File: config.mk
export PLATFORM = sky130hd
export DESIGN_NAME = pmem_arbiter
export DESIGN_NICKNAME = d
export VERILOG_FILES = /design/src/rtl/pmem_arb_pkg.sv /design/src/rtl/line_burst_adaptor.sv /design/src/rtl/pmem_arbiter.sv
export SDC_FILE = /design/constraint.sdc
export NUM_CORES = 1
export LEC_CHECK = 0
export CORE_AREA = 2 2 395 397
export CTS_CLUSTER_SIZE = 12
export DETAILED_ROUTE_END_ITERATION = 10
export DIE_AREA = 0 0 397 399
export DONT_BUFFER_PORTS = 1
export GPL_ROUTABILITY_DRIVEN = 0
export PLACE_DENSITY = 0.51
export SYNTH_ARGS = -nofsm -noshare
export SYNTH_HDL_FRONTEND = slang
export SYNTH_SLANG_ARGS = --single-unit
File: constraint.sdc
create_clock -name clk -period 2.5 [get_ports clk]
set_clock_uncertainty 0.1 [all_clocks]
set_input_delay 0.5 -clock clk [delete_from_list [all_inputs] [get_ports clk]]
set_output_delay 0.5 -clock clk [all_outputs]
set_load 0.02 [all_outputs]
File: src/rtl/pmem_arb_pkg.sv
// Shared types and constants for the pmem line arbiter.
// Optional round-robin tie-breaking is selected with PMEM_ARB_ROUND_ROBIN_EN.
package pmem_arb_pkg;

  localparam int LINE_BITS = 256;
  localparam int BEAT_BITS = 64;
  localparam int NUM_BEATS = LINE_BITS / BEAT_BITS;

  typedef enum logic [1:0] {
    IDLE     = 2'd0,
    RD_BURST = 2'd1,
    WR_BURST = 2'd2,
    DONE     = 2'd3
  } pmem_arb_state_t;

  typedef enum logic {
    GRANT_I = 1'b0,
    GRANT_D = 1'b1
  } pmem_grant_t;

endpackage

File: src/rtl/line_burst_adaptor.sv
// Beat counter, line assembly/write-back register and write beat mux.
// One 256-bit line is moved as four 64-bit beats, lowest slice first.
module line_burst_adaptor
  import pmem_arb_pkg::*;
(
  input  logic                 clk,
  input  logic                 rst,
  input  logic                 clear,
  input  logic                 load_line,
  input  logic [LINE_BITS-1:0] load_data,
  input  logic                 beat,
  input  logic                 rd_mode,
  input  logic [BEAT_BITS-1:0] beat_rdata,
  output logic                 last_beat,
  output logic [LINE_BITS-1:0] fill_line,
  output logic [BEAT_BITS-1:0] beat_wdata
);

  logic [1:0]           cnt_q;
  logic [LINE_BITS-1:0] line_q;

  always_ff @(posedge clk or negedge rst) begin
    if (!rst) begin
      cnt_q  <= '0;
      line_q <= '0;
    end else if (clear) begin
      cnt_q <= '0;
      if (load_line) line_q <= load_data;
    end else if (beat) begin
      cnt_q <= cnt_q + 2'd1;
      if (rd_mode) line_q[{cnt_q, 6'd0} +: BEAT_BITS] <= beat_rdata;
    end
  end

  assign last_beat  = beat && (cnt_q == 2'(NUM_BEATS - 1));
  // Complete line including the final beat, so it can be captured on that edge.
  assign fill_line  = {beat_rdata, line_q[LINE_BITS-BEAT_BITS-1:0]};
  assign beat_wdata = line_q[{cnt_q, 6'd0} +: BEAT_BITS];

endmodule

File: src/rtl/pmem_arbiter.sv
// Arbitrates icache/dcache line requests onto a single 64-bit burst port.
// Define PMEM_ARB_ROUND_ROBIN_EN for round-robin ties; default is dcache priority.
module pmem_arbiter
  import pmem_arb_pkg::*;
(
  input  logic                 clk,
  input  logic                 rst,
  input  logic [31:0]          ipmem_address,
  input  logic                 ipmem_read,
  output logic [LINE_BITS-1:0] ipmem_rdata,
  output logic                 ipmem_resp,
  input  logic [31:0]          dpmem_address,
  input  logic                 dpmem_read,
  input  logic                 dpmem_write,
  input  logic [LINE_BITS-1:0] dpmem_wdata,
  output logic [LINE_BITS-1:0] dpmem_rdata,
  output logic                 dpmem_resp,
  output logic [31:0]          bmem_address,
  output logic                 bmem_read,
  output logic                 bmem_write,
  output logic [BEAT_BITS-1:0] bmem_wdata,
  input  logic [BEAT_BITS-1:0] bmem_rdata,
  input  logic                 bmem_resp,
  output logic [1:0]           dbg_state
);

  // Burst port: bmem_read/bmem_write are held from grant until the 4th
  // bmem_resp; each bmem_resp cycle transfers exactly one beat.

  pmem_arb_state_t      state_q, state_d;
  pmem_grant_t          grant_q;
  logic [31:0]          addr_q;
  logic [LINE_BITS-1:0] irdata_q, drdata_q;

  logic                 d_req, i_req, pick_d, start, load_line;
  logic                 beat, last_beat;
  logic [31:0]          sel_addr;
  logic [LINE_BITS-1:0] fill_line;
  logic [BEAT_BITS-1:0] beat_wdata;

  assign d_req = dpmem_read | dpmem_write;
  assign i_req = ipmem_read;

`ifdef PMEM_ARB_ROUND_ROBIN_EN
  // grant_q doubles as the last-grant register; it resets to icache.
  assign pick_d = d_req && (!i_req || (grant_q == GRANT_I));
`else
  assign pick_d = d_req;
`endif

  assign sel_addr = pick_d ? dpmem_address : ipmem_address;

  always_comb begin
    state_d   = state_q;
    start     = 1'b0;
    load_line = 1'b0;
    case (state_q)
      IDLE: begin
        if (d_req || i_req) begin
          start = 1'b1;
          if (pick_d && dpmem_write) begin
            load_line = 1'b1;
            state_d   = WR_BURST;
          end else begin
            state_d = RD_BURST;
          end
        end
      end
      RD_BURST, WR_BURST: if (last_beat) state_d = DONE;
      DONE:               state_d = IDLE;
      default:            state_d = IDLE;
    endcase
  end

  always_ff @(posedge clk or negedge rst) begin
    if (!rst) state_q <= IDLE;
    else      state_q <= state_d;
  end

  always_ff @(posedge clk or negedge rst) begin
    if (!rst) begin
      grant_q <= GRANT_I;
      addr_q  <= '0;
    end else if (start) begin
      grant_q <= pick_d ? GRANT_D : GRANT_I;
      addr_q  <= sel_addr & ~32'h0000_001F;
    end
  end

  always_ff @(posedge clk or negedge rst) begin
    if (!rst) begin
      irdata_q <= '0;
      drdata_q <= '0;
    end else if (last_beat && (state_q == RD_BURST)) begin
      if (grant_q == GRANT_D) drdata_q <= fill_line;
      else                    irdata_q <= fill_line;
    end
  end

  assign beat = bmem_resp && ((state_q == RD_BURST) || (state_q == WR_BURST));

  line_burst_adaptor u_adaptor (
    .clk        (clk),
    .rst        (rst),
    .clear      (start),
    .load_line  (load_line),
    .load_data  (dpmem_wdata),
    .beat       (beat),
    .rd_mode    (state_q == RD_BURST),
    .beat_rdata (bmem_rdata),
    .last_beat  (last_beat),
    .fill_line  (fill_line),
    .beat_wdata (beat_wdata)
  );

  assign bmem_address = addr_q;
  assign bmem_read    = (state_q == RD_BURST);
  assign bmem_write   = (state_q == WR_BURST);
  assign bmem_wdata   = (state_q == WR_BURST) ? beat_wdata : '0;
  assign ipmem_resp   = (state_q == DONE) && (grant_q == GRANT_I);
  assign dpmem_resp   = (state_q == DONE) && (grant_q == GRANT_D);
  assign ipmem_rdata  = irdata_q;
  assign dpmem_rdata  = drdata_q;
  assign dbg_state    = state_q;

endmodule

# Word-level counts from Yosys, hierarchy flattened
# Index checks and enable logic that the tools add are counted.
[totals]
register_bits = 800
inputBits = 390
out_inout_bits = 614
elab_cells = 56
[op_classes]
n_reduce_logical = 16
shifts = 3
n_addsub = 2
muxes = 19
eq_ne = 7
bitwise_logic = 2
[op_table]
columns = ["cell", "n"]
rows = [
  ["256-bit two-way mux", 4],
  ["256-bit bitwise mux", 1],
  ["64-bit by 10-bit variable shift with 256-bit output, first input constant", 1],
  ["256-bit by 9-bit variable part select with 64-bit output", 1],
  ["64-bit by 10-bit variable part select with 256-bit output", 1],
  ["64-bit two-way mux", 1],
  ["32-bit two-way mux", 1],
  ["2-bit two-way mux", 5],
  ["8-bit negator with 10-bit output", 1],
  ["2-bit equality test, second input constant", 3],
  ["1-bit logical AND", 6],
  ["1-bit two-way mux", 6],
  ["2-bit one-hot mux with 3 select lines", 1],
  ["2-bit AND reduction", 3],
  ["2-bit != test, second input constant", 2],
  ["2-bit nonzero test", 2],
  ["3-bit AND reduction", 1],
  ["2-bit by 1-bit adder with 2-bit output, second input constant", 1],
  ["2-bit by 1-bit equality test with 1-bit output, second input constant", 1],
  ["2-bit zero test", 1],
  ["1-bit logical OR", 2],
  ["2-bit by 1-bit != test with 1-bit output, second input constant", 1],
  ["2-bit OR reduction", 1],
  ["1-bit NOT", 1],
  ["1-bit bitwise OR", 1],
]

# Longest topological paths before layout
[logic_depth]
depth_word = 7
mapped_depth = 9
ltp_nobuf = 5

# Cells and area by module
# Synthesis repeated with hierarchy kept, for this count alone.
[unflattened]
hier_cells = 2955
area_unflattened_um2 = 38162.9
[modules_own_cells]
columns = ["mod", "cells_each", "instances", "area_per_inst_um2"]
rows = [
  ["pmem_arbiter", 1306, 1, 21012.7],
  ["line_burst_adaptor", 1649, 1, 17150.2],
]

# Least setup slack after synthesis
# OpenSTA, ideal clock, no wires.
[synth_path]
path_kind = "register to register"
from = "register u_adaptor.cnt_q[1]"
to = "register u_adaptor.line_q[195]"
synth_period_minus_slack_ns = 2.745
setup_ns = 0.079
setup_slack_ns = -0.245
t_required_ns = 2.321
path_buffers = 4
arrival_ns = 2.565
path_stages_with_launch = 10
cell_sequence = "dfrtp_1 clkbuf_1 buf_1 inv_1 ha_1 nor4bb_1 clkbuf_1 clkbuf_1 a31oi_1 mux2i_1"
[synth_between]
elab_chain_len = 6
word_cells_on_any_way = 7
classes_between = "add/sub: 1; shift: 2; mux: 4"
[synth_rtl]
columns = ["element", "line", "source"]
rows = [
  ["from (decl)", "line_burst_adaptor.sv:19", "logic [1:0] cnt_q;"],
  ["from (signal assigned)", "line_burst_adaptor.sv:30", "cnt_q <= cnt_q + 2'd1;"],
  ["8-bit negator with 10-bit output (*)", "line_burst_adaptor.sv:31", "if (rd_mode) line_q[{cnt_q, 6'd0} +: BEAT_BITS] <= beat_rdata;"],
  ["64-bit by 10-bit variable part select with 256-bit output or 64-bit by 10-bit variable shift with 256-bit output (tied branches)", "line_burst_adaptor.sv:31", ""],
  ["256-bit bitwise mux (*)", "line_burst_adaptor.sv:31", ""],
  ["256-bit two-way mux (*)", "line_burst_adaptor.sv:31", ""],
  ["256-bit two-way mux (*)", "line_burst_adaptor.sv:29", "end else if (beat) begin"],
  ["256-bit two-way mux (*)", "line_burst_adaptor.sv:26", "end else if (clear) begin"],
  ["to (signal assigned)", "line_burst_adaptor.sv:28", "if (load_line) line_q <= load_data;"],
  ["to (signal, indexed assignment)", "line_burst_adaptor.sv:31", ""],
  ["to (decl)", "line_burst_adaptor.sv:20", "logic [LINE_BITS-1:0] line_q;"],
]
# Every way passes the cells marked *; elsewhere a longest branch is shown, timed or not. The select of a mux whose other input is x is not followed.
# A chain may end at the register's enable or synchronous reset.

# Worst setup path in the final report
[layout_path]
from = "register u_adaptor.cnt_q[0]"
to = "output bmem_wdata[30]"
[layout_between]
elab_chain_len = 2
[layout_rtl]
columns = ["element", "line", "source"]
rows = [
  ["256-bit by 9-bit variable part select with 64-bit output", "line_burst_adaptor.sv:38", "assign beat_wdata = line_q[{cnt_q, 6'd0} +: BEAT_BITS];"],
  ["64-bit two-way mux", "pmem_arbiter.sv:119", "assign bmem_wdata = (state_q == WR_BURST) ? beat_wdata : '0;"],
  ["to (decl)", "pmem_arbiter.sv:21", "output logic [BEAT_BITS-1:0] bmem_wdata,"],
]
# Every way passes these cells.

==> summary.md <==
| Metric | Value |
|---|---|
| DR iter-0 viols | around 2200 |
| Reg2reg path depth | 10 |
| Critical-path cell list | buf_12 > buf_8 > mux4_2 > and2_4 > buf_12 |
| Distinct cells, synth | 34 |
| Clock buffer count from CTS | 95 |
| Total congestion overflow | 0 |
| GRT Max-Usage Layer | met2 |
| Max Buffers Root-to-Sink | 3 |
| VDD IR max | 0.000839 V |
| Seq cells post-synth | 800 |
| Critical path class | reg2out |
| Final nets | approximately 3600 |
| CP max stage cell | mux4_2 |
| Flop2flop setup slack | 0 ns |
| Post-route minimum period | between 2 and 3 ns |
| Crit path required time | 1.90 ns |
| Placed cells | 4807 |
| Place WS | -0.0481 ns |
| WHS | -0.626 ns |
| DRT Pass-1 Iters | 6 |
| Io pins | about 1000 |
| Die Y | 399 microns |
| Post-synthesis instance area | 38800 sq um |
| Final setup fails | 64 |
| Grt met1 use | 23.8% |
| Remaining antenna violation count | 0 |
| P per Cell Area | 1120 nW/um^2 |
| Fraction of the yosys area taken by sequential cells | 51.6% |
| Clock transition at path regs | 0.06 ns |
| Period utilization | 117% |
| CTS sink count | 800 |
| H-tree levels | 3 |
| Crit Path Max Fanout | 8 |
| CTS tree | built |
| Die area | 158000 sq um |
| Mapped Cells | 2887 |
| Number of port buffers | 0 |
| Clock Tree Root | clkbuf_16 |
| # hold bufs at CTS | 347 |
| Site Rows | 144 |
| Die width | 397 microns |
| Util after Layout | 32.2% |
| CP max stage delay | 0.49 ns |
| Largest net degree at the start of global routing | 801 |
| Post-synth top area share | 51.6% |
| Final WL | 160000 microns |
| HP Class | in2async |
| Count leader, synth | dfrtp_1 |
| Worst Max-Slew Pin Slew | around 1.1 ns |
| CP endpoint kind | output port |
| Syn avg cell area | 13.4 sq um |
| DP HPWL | 103000 microns |
| CP arrival | 2.32 ns |
| Reg2Reg Launch Point | u_adaptor.cnt_q[0]$_DFFE_PN0P_ |
| Failing checks | hold timing, setup timing |
| Share of cells above drive strength 1 | 30.4% |
| Buf/Inv on CP | 3 |
| RSZ-0062 raised after global routing | true |
| Routed vias | 27500 |
| FFs w/ async S/R, synth | 100% |
| EDFF count, synth | 0 |
| TNS Setup | -22.16 ns |
| Synth area leaders | dfrtp_1, mux2_2, mux2_4, mux2i_1, o311a_1 |
| Drt drc | 0 |
| Worst setup margin | -0.421 ns |
| Gr usage total | roughly a fifth |
| Reg-to-Reg End | ipmem_rdata[195]$_DFFE_PN0P_ |
| Vias in the first global route | ~29000 |
| M2 GR Usage | 30.9% |
| Worst-Skew Late Latency | 0.72 ns |
| Warnings from Yosys | 0 |
| Post-synth top area cell | dfrtp_1 |
| P&R area growth vs syn | 27.4% |
| Initial antenna violation count | 15 |
| Max-Cap Viols | 0 |
| Critical path launch point type | register |
| Starting Density | 25.2% |
| Core area | 154000 sq um |
| Vias/cell | just over 5 |
| Top Family by Delay on Critical Path | multiplexers |
| DR WL/cell | 29.8 microns |
| Outcome | finished with violations |
| Final-report hold violation count | 406 |
| Max-slew headroom | 29.6% |
| First-pass GRT wire length | 220000 microns |
| Leakage power | between 20 and 25 nW |
| Crit path top cell by count | buf_12 |
| Synth top cells by count | dfrtp_1, mux2_2, mux2i_1 |
| M3 GR Usage | 5.55% |
| Top FF cell, synth | dfrtp_1 |
| Peak Freq | 342 MHz |
| Final std cells w/o fill | 5370 |
| Overall Power | 55.6 mW |
| Pins over their slew limit | 0 |
[cell families (layout without fill, tap and decap cells)]
family | count (synthesis) | count (layout) | share of synthesized area (%)
compound gates | 549 | 549 | 11.3
fa+ha+maj | 10 | 10 | 0.323
buf+inv | 554 | 984 | 7.23
mux | 861 | 861 | 27.9
other cells | 1 | 10 | 0.00967
simple gates | 111 | 111 | 1.62
flops | 800 | 800 | 51.6
xor+xnor | 1 | 1 | 0.0226
[worst reg2reg max path: cells and delay by family (launching register included)]
| kind | cells | cell delay, ns |
|---|---|---|
| adder cells (fa/ha/maj) | 1 | 0.15 |
| buffers and inverters | 7 | 1.13 |
| flip-flops | 1 | 0.47 |
| multiplexers | 1 | 0.33 |
| AND/OR/NAND/NOR | 1 | 0.22 |
[repair_timing]
| action | CTS | global route |
|---|---|---|
| resized for setup | 80 | 70 |
| setup buffers | 14 | 11 |
| endpoints found under the hold margin | 1216 | 474 |
| cloned | 4 | 12 |
| pin swaps | 0 | 2 |
| endpoints found under the setup margin | 145 | 267 |
[state kept, by name, summed over array words and instances (netlist names)]
name              cells
u_adaptor.cnt_q       2
dpmem_rdata         256
bmem_address         27
dbg_state             2
ipmem_rdata         256
u_adaptor.line_q    256
grant_q               1
[power by group]
group,switching (mW),internal (mW),total (mW)
Combinational,8.45,8.43,16.9
Clock,6.09,8.21,14.3
Sequential,7.47,17.0,24.4
[cells in the final DEF, fill, tap and decap left out, types with 6 or more instances in the layout]
master,count
dfrtp_1,798
dlygate4sd3_1,347
mux2_2,313
mux2i_1,284
inv_1,260
o311a_1,256
a31oi_1,255
mux2_4,200
clkbuf_16,106
buf_4,106
mux4_2,64
buf_12,59
and2_4,54
nand2_1,33
o21ai_0,30
clkbuf_1,20
buf_16,16
clkinv_2,15
clkbuf_8,14
and2_1,11
buf_6,9
bufinv_16,7
ha_4,6
inv_6,6
[final cells by class]
class	count	area, sq um
Tap cell	2044	2560
Clock inverter	40	524
Sequential cell	800	20000
Antenna cell	5	12.5
Clock buffer	129	2650
Timing Repair Buffer	554	6370
Fill cell	15200	104000
Multi-Input combinational cell	1537	16300
Inverter	261	980
[per-stage QoR]
step | instance area (sq um) | hold slack, ns
floorplan | 38800 | 0.104
finish | 49400 | -0.626
CTS | 48800 | -0.701
detailed placement | 41700 | 0.116
global placement | 41700 | 0.118
global route | 49400 | -0.688
[how the worst max path moves through the flow]
stage                                   start                                end  slack (ns)  cells past startpoint
2_1_floorplan  u_adaptor.cnt_q[0]$_DFFE_PN0P_  u_adaptor.line_q[132]$_DFFE_PN0P_       -0.07                      9
3_3_place_gp         dbg_state[0]$_DFFE_PN0P_       ipmem_rdata[206]$_DFFE_PN0P_       0.004                      7
3_5_place_dp         dbg_state[0]$_DFFE_PN0P_        ipmem_rdata[95]$_DFFE_PN0P_       -0.05                      7
4_1_cts        u_adaptor.cnt_q[0]$_DFFE_PN0P_                      bmem_wdata[0]       -0.52                      3
5_1_grt        u_adaptor.cnt_q[0]$_DFFE_PN0P_                     bmem_wdata[30]       -0.52                      5
6_report       u_adaptor.cnt_q[0]$_DFFE_PN0P_                     bmem_wdata[30]       -0.42                      5
[per-layer routing]
| layer | vias up | wire [microns] |
|---|---|---|
| met2 | 1433 | 75900 |
| met5 | - | 21 |
| met4 | 4 | 5140 |
| met3 | 270 | 14500 |
| li1 | 11400 | - |
| met1 | 14400 | 64600 |
Note: power is estimated with default switching activity, not from simulation.
